File: config.mk
export PLATFORM = sky130hd
export DESIGN_NAME = branch_resolve
export DESIGN_NICKNAME = d
export VERILOG_FILES = /design/src/rtl/branch_resolve.sv
export SDC_FILE = /design/constraint.sdc
export NUM_CORES = 1
export LEC_CHECK = 0
export ABC_AREA = 0
export ABC_CLOCK_PERIOD_IN_PS = 2600
export BUFFER_PORTS_ARGS = -buffer_cell sky130_fd_sc_hd__buf_4
export CAP_MARGIN = 10
export CORE_MARGIN = 5
export CORE_UTILIZATION = 56
export DETAILED_ROUTE_END_ITERATION = 10
export GPL_TIMING_DRIVEN = 0
export PLACE_DENSITY = 0.8
export SKIP_LAST_GASP = 1
export SYNTH_ARGS = -nofsm -noshare
export SYNTH_HDL_FRONTEND = slang
export SYNTH_SLANG_ARGS = --single-unit
File: constraint.sdc
create_clock -name clk -period 2.6 [get_ports clk]
set_clock_uncertainty 0.2 [all_clocks]
set_input_delay 0.26 -clock clk [delete_from_list [all_inputs] [get_ports clk]]
set_output_delay 0.26 -clock clk [all_outputs]
set_load 0.01 [all_outputs]
File: src/rtl/branch_resolve.sv
// EX-stage branch resolution: computes the architectural next PC, checks it against the
// fetch prediction, and drives redirect/flush sequencing plus predictor-update pulses.
module branch_resolve #(
    parameter int unsigned FLUSH_CYCLES = 2,
    parameter int unsigned CNT_W        = 16
) (
    input  logic             clk,
    input  logic             rst_n,
    input  logic             valid_i,
    input  logic             stall_i,
    input  logic             is_jal_i,
    input  logic             is_jalr_i,
    input  logic [2:0]       funct3_i,
    input  logic [31:0]      pc_i,
    input  logic [31:0]      imm_i,
    input  logic [31:0]      rs1_i,
    input  logic             sl_i,
    input  logic             ul_i,
    input  logic             eq_i,
    input  logic             pred_taken_i,
    input  logic [31:0]      pred_target_i,
    input  logic             redirect_ready_i,
    output logic             busy_o,
    output logic             redirect_valid_o,
    output logic [31:0]      redirect_pc_o,
    output logic             flush_o,
    output logic             misalign_o,
    output logic             upd_valid_o,
    output logic             upd_taken_o,
    output logic [31:0]      upd_pc_o,
    output logic [CNT_W-1:0] mispredict_cnt_o
);

    typedef enum logic [1:0] {
        StIdle,
        StRedirect,
        StFlush
    } state_e;

    // Counter stays at least one bit wide so FLUSH_CYCLES of 0 or 1 still elaborates.
    localparam int unsigned FCW = (FLUSH_CYCLES < 2) ? 1 : $clog2(FLUSH_CYCLES + 1);
    localparam logic [FCW-1:0] FlushLoad = FCW'(FLUSH_CYCLES);

    state_e           r_state;
    state_e           w_state_d;
    logic [FCW-1:0]   r_flush_cnt;
    logic [FCW-1:0]   w_flush_cnt_d;
    logic [31:0]      r_redirect_pc;
    logic             r_misalign;
    logic             r_upd_valid;
    logic             r_upd_taken;
    logic [31:0]      r_upd_pc;
    logic [CNT_W-1:0] r_cnt;

    logic             w_br_taken;
    logic             w_taken;
    logic [31:0]      w_pc_sum;
    logic [31:0]      w_rs1_sum;
    logic [31:0]      w_target;
    logic [31:0]      w_fall;
    logic [31:0]      w_next_pc;
    logic             w_misalign;
    logic             w_mispredict;
    logic             w_accept;
    logic             w_start_redirect;

    always_comb begin
        w_br_taken = 1'b0;
        case (funct3_i)
            3'b000:  w_br_taken = eq_i;
            3'b001:  w_br_taken = ~eq_i;
            3'b100:  w_br_taken = sl_i;
            3'b101:  w_br_taken = ~sl_i;
            3'b110:  w_br_taken = ul_i;
            3'b111:  w_br_taken = ~ul_i;
            default: w_br_taken = 1'b0;
        endcase
    end

    assign w_taken   = is_jal_i | is_jalr_i | w_br_taken;
    assign w_pc_sum  = pc_i + imm_i;
    assign w_rs1_sum = rs1_i + imm_i;
    assign w_target  = is_jalr_i ? {w_rs1_sum[31:1], 1'b0} : w_pc_sum;
    assign w_fall    = pc_i + 32'd4;
    assign w_next_pc = w_taken ? w_target : w_fall;

    assign w_misalign   = w_taken & w_target[1];
    assign w_mispredict = (pred_taken_i != w_taken) |
                          (w_taken & (pred_target_i != w_target));

    assign w_accept         = valid_i & ~stall_i & (r_state == StIdle);
    // Misalignment wins: the instruction traps instead of redirecting.
    assign w_start_redirect = w_accept & w_mispredict & ~w_misalign;

    always_comb begin
        w_state_d     = r_state;
        w_flush_cnt_d = r_flush_cnt;
        unique case (r_state)
            StIdle: begin
                if (w_start_redirect) begin
                    w_state_d = StRedirect;
                end
            end
            StRedirect: begin
                if (redirect_ready_i) begin
                    if (FLUSH_CYCLES == 0) begin
                        w_state_d = StIdle;
                    end else begin
                        w_state_d     = StFlush;
                        w_flush_cnt_d = FlushLoad;
                    end
                end
            end
            StFlush: begin
                if (r_flush_cnt <= FCW'(1)) begin
                    w_state_d     = StIdle;
                    w_flush_cnt_d = '0;
                end else begin
                    w_flush_cnt_d = r_flush_cnt - FCW'(1);
                end
            end
            default: begin
                w_state_d     = StIdle;
                w_flush_cnt_d = '0;
            end
        endcase
    end

    always_ff @(posedge clk or negedge rst_n) begin
        if (!rst_n) begin
            r_state     <= StIdle;
            r_flush_cnt <= '0;
        end else begin
            r_state     <= w_state_d;
            r_flush_cnt <= w_flush_cnt_d;
        end
    end

    always_ff @(posedge clk or negedge rst_n) begin
        if (!rst_n) begin
            r_redirect_pc <= '0;
            r_misalign    <= 1'b0;
            r_upd_valid   <= 1'b0;
            r_upd_taken   <= 1'b0;
            r_upd_pc      <= '0;
            r_cnt         <= '0;
        end else begin
            r_upd_valid <= w_accept;
            r_misalign  <= w_accept & w_misalign;
            if (w_accept) begin
                r_upd_taken <= w_taken;
                r_upd_pc    <= pc_i;
            end
            if (w_start_redirect) begin
                r_redirect_pc <= w_next_pc;
                if (r_cnt != {CNT_W{1'b1}}) begin
                    r_cnt <= r_cnt + CNT_W'(1);
                end
            end
        end
    end

    assign busy_o           = (r_state != StIdle);
    assign redirect_valid_o = (r_state == StRedirect);
    assign flush_o          = (r_state == StFlush);
    assign redirect_pc_o    = r_redirect_pc;
    assign misalign_o       = r_misalign;
    assign upd_valid_o      = r_upd_valid;
    assign upd_taken_o      = r_upd_taken;
    assign upd_pc_o         = r_upd_pc;
    assign mispredict_cnt_o = r_cnt;

endmodule
==> metrics.csv <==
stage,metric,value,unit
global_route,met3 usage,5.125,%
final_layout,footprint of the multi-input gates,7802,um^2
sta,worst-margin pin slew,1118,ps
global_route,Congestion Overflow GR,0,
global_route,largest net degree at the start of global routing,88,
clocking,H-tree levels,3,
sta,Slew HR,25.50,%
min_path,hold crit path type,in -> reg,
critical_path,CP Capture Type,flip-flop,
synthesis,Mean Syn Cell Area,7.806,um^2
final_layout,post-route cell area,13210,um^2
final_layout,share of layout cells above drive strength 1,24.28,%
route,via count,11740,
clocking,Worst-path clk slew,60,ps
route,DRC,0,
synthesis,top_reg_cell synth,dfrtp_1,
pwr,VDD IR max,679.0,uV
floorplan,initial core utilization,56.33,%
run,max_cap viols,0,
route,Post-DRT Antenna Nets,0,
pwr,Clock Power Share,17.5,%
clocking,clk buf depth,2,
min_path,critical hold path startpoint,pc_i[22],
synthesis,leading post-synthesis cells by cell area,"dfrtp_1 22%, ha_1 8.4%, nand2_1 7.2%",
sta,min cycle time layout,4351,ps
sta,Fin. Hold Viols,0,
floorplan,Die Wd,143.7,um
floorplan,# IOs,228,
clocking,Clock Sinks,87,
sta,Max Slew Vio Count,0,
global_route,antenna violations before repair,0,
route,DRT Wirelength,39630,um
critical_path,WP data arrival,4380,ps
global_route,met2 GRT Util,60.35,%
synthesis,ys async rst share,100.0,%
synthesis,Post-synth EDFFs,0,
status,failing checks,setup timing,
global_route,vias in the first global route,10890,
global_route,met1 Usage GRT,49.24,%
final_layout,area grow syn2layout,31.88,%
floorplan,core area,17780,um^2
route,Avg Vias per Cell,6.543,
final_layout,Seq. cell area,2177,um^2
global_route,Most Crowded Layer GR,met2,
critical_path,crit path from,imm_i[0],
route,drt pass-1 iters,6,
synthesis,cell count after synthesis,1283,
pwr,Leak,5.892,nW
sta,f_max,0.2298,GHz
sta,RSZ-0062 raised after global routing,true,
final_layout,Ant. Diodes,0,
synthesis,Yosys top cell area share,21.74,%
synthesis,synthesized cell area,10010,um^2
synthesis,post-synthesis register bit count,87,
critical_path,R2R depth,9,
placement,Placed Area,12080,um^2
floorplan,Chip Height,143.7,um
sta,Final WS setup,-1751,ps
pwr,logic gate share of total power,54.8,%
clocking,"Clk Latency, worst-skew pair",340,ps
critical_path,CP Class,in -> reg,
synthesis,Synth Net Count,1494,
clocking,Root Driver,clkbuf_16,
global_route,All-Layer GR Usage,36.43,%
sta,post-route clock period utilization,167.4,%
clocking,CTS tree,yes,
final_layout,Post-layout nets,1771,
final_layout,fillcell total,1371,
global_route,first-pass GRT wire length,59060,um
placement,RD Place Congestion,0.9634,
critical_path,worst-path maximum fanout,5,
pwr,P per Cell Area,621.1,nW/um^2
critical_path,CP required,2630,ps
synthesis,biggest area consumer among synthesized cells,dfrtp_1,
synthesis,synth unique cells,86,
synthesis,yosys warns,0,
route,Starting DRT DRC Count,1164,
sta,worst hold slack,16.68,ps
pwr,share of power burned in registers,27.7,%
critical_path,Setup crit start kind,input pin,
pwr,sw power,3.360,mW
min_path,Hold Crit Depth,3,
clocking,CTS buffer count,9,
route,wire length per cell,22.09,um
placement,HPWL Detailed,29740,um
floorplan,die area,20660,um^2
status,status,finished with violations,
placement,Setup WS pre-CTS,-2278,ps
synthesis,register area share after synthesis,21.74,%
placement,PortBufs,226,
pwr,Sw Share,40.96,%
floorplan,site row count,49,
critical_path,Worst R2R Start,mispredict_cnt_o[0]$_DFFE_PN0P_,
sta,setup violators final,50,
pwr,Pint,4.843,mW
-- cells in the final DEF, fill, tap and decap left out, types with 15 or more instances in the layout --
cell	Yosys	final
nand4_1	32	32
buf_4	0	233
mux2i_1	23	22
inv_1	29	29
nand2_1	193	192
nand3_1	62	57
dfrtp_1	87	87
o211ai_1	23	23
and3_1	26	26
a21o_1	17	16
nor3_1	21	20
clkbuf_1	47	36
dlygate4sd3_1	0	29
a21oi_1	96	90
a211oi_1	24	22
buf_2	26	23
xnor2_1	69	66
xor2_1	42	42
nor2_1	74	74
o21ai_0	61	55
mux2_4	0	15
ha_1	67	66
-- logic make-up after synthesis --
logic type	share of synthesized area [%]
adders and majority gates	8.771
DFF	21.74
and+or+nand+nor	24.35
buffers and inverters	4.335
xor gates and xnor gates	11.52
AOI/OAI and AO/OA	22.83
muxes	6.459
-- flip-flops by register name, indices dropped and copies added, names as in the netlist --
| register | flops |
|---|---|
| upd_taken_o | 1 |
| mispredict_cnt_o | 16 |
| upd_pc_o | 32 |
| redirect_pc_o | 32 |
| r_flush_cnt | 2 |
| misalign_o | 1 |
| upd_valid_o | 1 |
| r_state | 2 |
-- per-layer routing --
metal	vias up	share of wire (%)
met5	-	0
met1	5644	39
met3	97	10
met4	0	3.6
met2	710	47
li1	5287	-
-- repair_timing --
item / CTS / global route
hold buffers: 29 / 0
gates resized for setup: 54 / 36
buffers inserted: 9 / 2
endpoints found under the setup margin: 50 / 53
endpoints found under the hold margin: 115 / 0
pin swaps: 21 / 3
cloned: 4 / 0
-- stage by stage --
step | util (%) | setup TNS (ps) | cells | power [mW]
6_report | 74.29 | -82970 | 1794 | 8.203
3_3_place_gp | 67.92 | -109480 | 1738 | 6.211
4_1_cts | 73.57 | -76560 | 1796 | 7.997
5_1_grt | 74.29 | -82680 | 1794 | 8.613
3_5_place_dp | 67.92 | -109920 | 1738 | 6.326
2_1_floorplan | - | -62780 | 1283 | 4.488
-- critical path, stage by stage --
cell and delay [ps]:
buf_8 110, and2_4 150, fa_2 370, a21o_4 240
a2111oi_4 370, nor4_4 100, a2111oi_2 340, o211ai_1 220
nor4_2 390, nand4_1 150, or4_4 530, nor4_4 290
buf_6 180, a21boi_4 100, o21a_1 250, mux2_4 320
-- cells in the mapped netlist, drive strengths merged, types with 4 or more instances --
master	instances
a221oi	5
nor2	74
o21a	14
o21ai	63
dfrtp	87
nand2b	10
inv	29
a21o	18
o221ai	5
a21oi	98
o211ai	23
and3	26
o2111ai	7
or2	5
or3	13
buf	31
xor2	42
a31oi	14
nor2b	10
ha	67
a21boi	4
nand3b	9
xnor2	69
nor3b	13
xnor3	7
nor3	22
clkbuf	47
nor4	8
a211oi	26
nand2	193
mux2i	23
nand3	62
o21bai	5
mux2	37
nand4	32
a2111oi	9
a311oi	5
and2	9
o22ai	4
a211o	4
-- layout make-up --
cell class / count / share of cell area (%)
multi-input cells: 1090 / 59.08
flip-flops and latches: 87 / 16.48
repair buffers: 269 / 16.28
plain buffers: 74 / 2.681
well taps: 229 / 2.169
clock buffers: 10 / 1.809
inverters: 29 / 0.8242
clock inverters: 6 / 0.6821
-- worst paths after layout --
path                       slack (ps)                          endpoint
max                             -1750            r_state[0]$_DFFE_PN0P_
min                                20          upd_pc_o[22]$_DFFE_PN0P_
max reg2reg                      -430  mispredict_cnt_o[11]$_DFFE_PN0P_
min reg2reg                       280          upd_pc_o[12]$_DFFE_PN0P_
max in group asynchronous        1000            r_state[1]$_DFFE_PN0P_
min in group asynchronous         440           upd_pc_o[0]$_DFFE_PN0P_
-- power groups by stage --
stage                     Combinational (mW)  Sequential [mW]  Clock [mW]
final                                   4.49             2.27        1.44
after global routing                    4.79             2.32        1.50
after CTS                               4.33             2.24        1.43
after detailed placement                4.08             2.24           0
after global placement                  3.98             2.23           0
after floorplan                         2.04             2.44           0
Note: power is estimated with default switching activity, not from simulation.
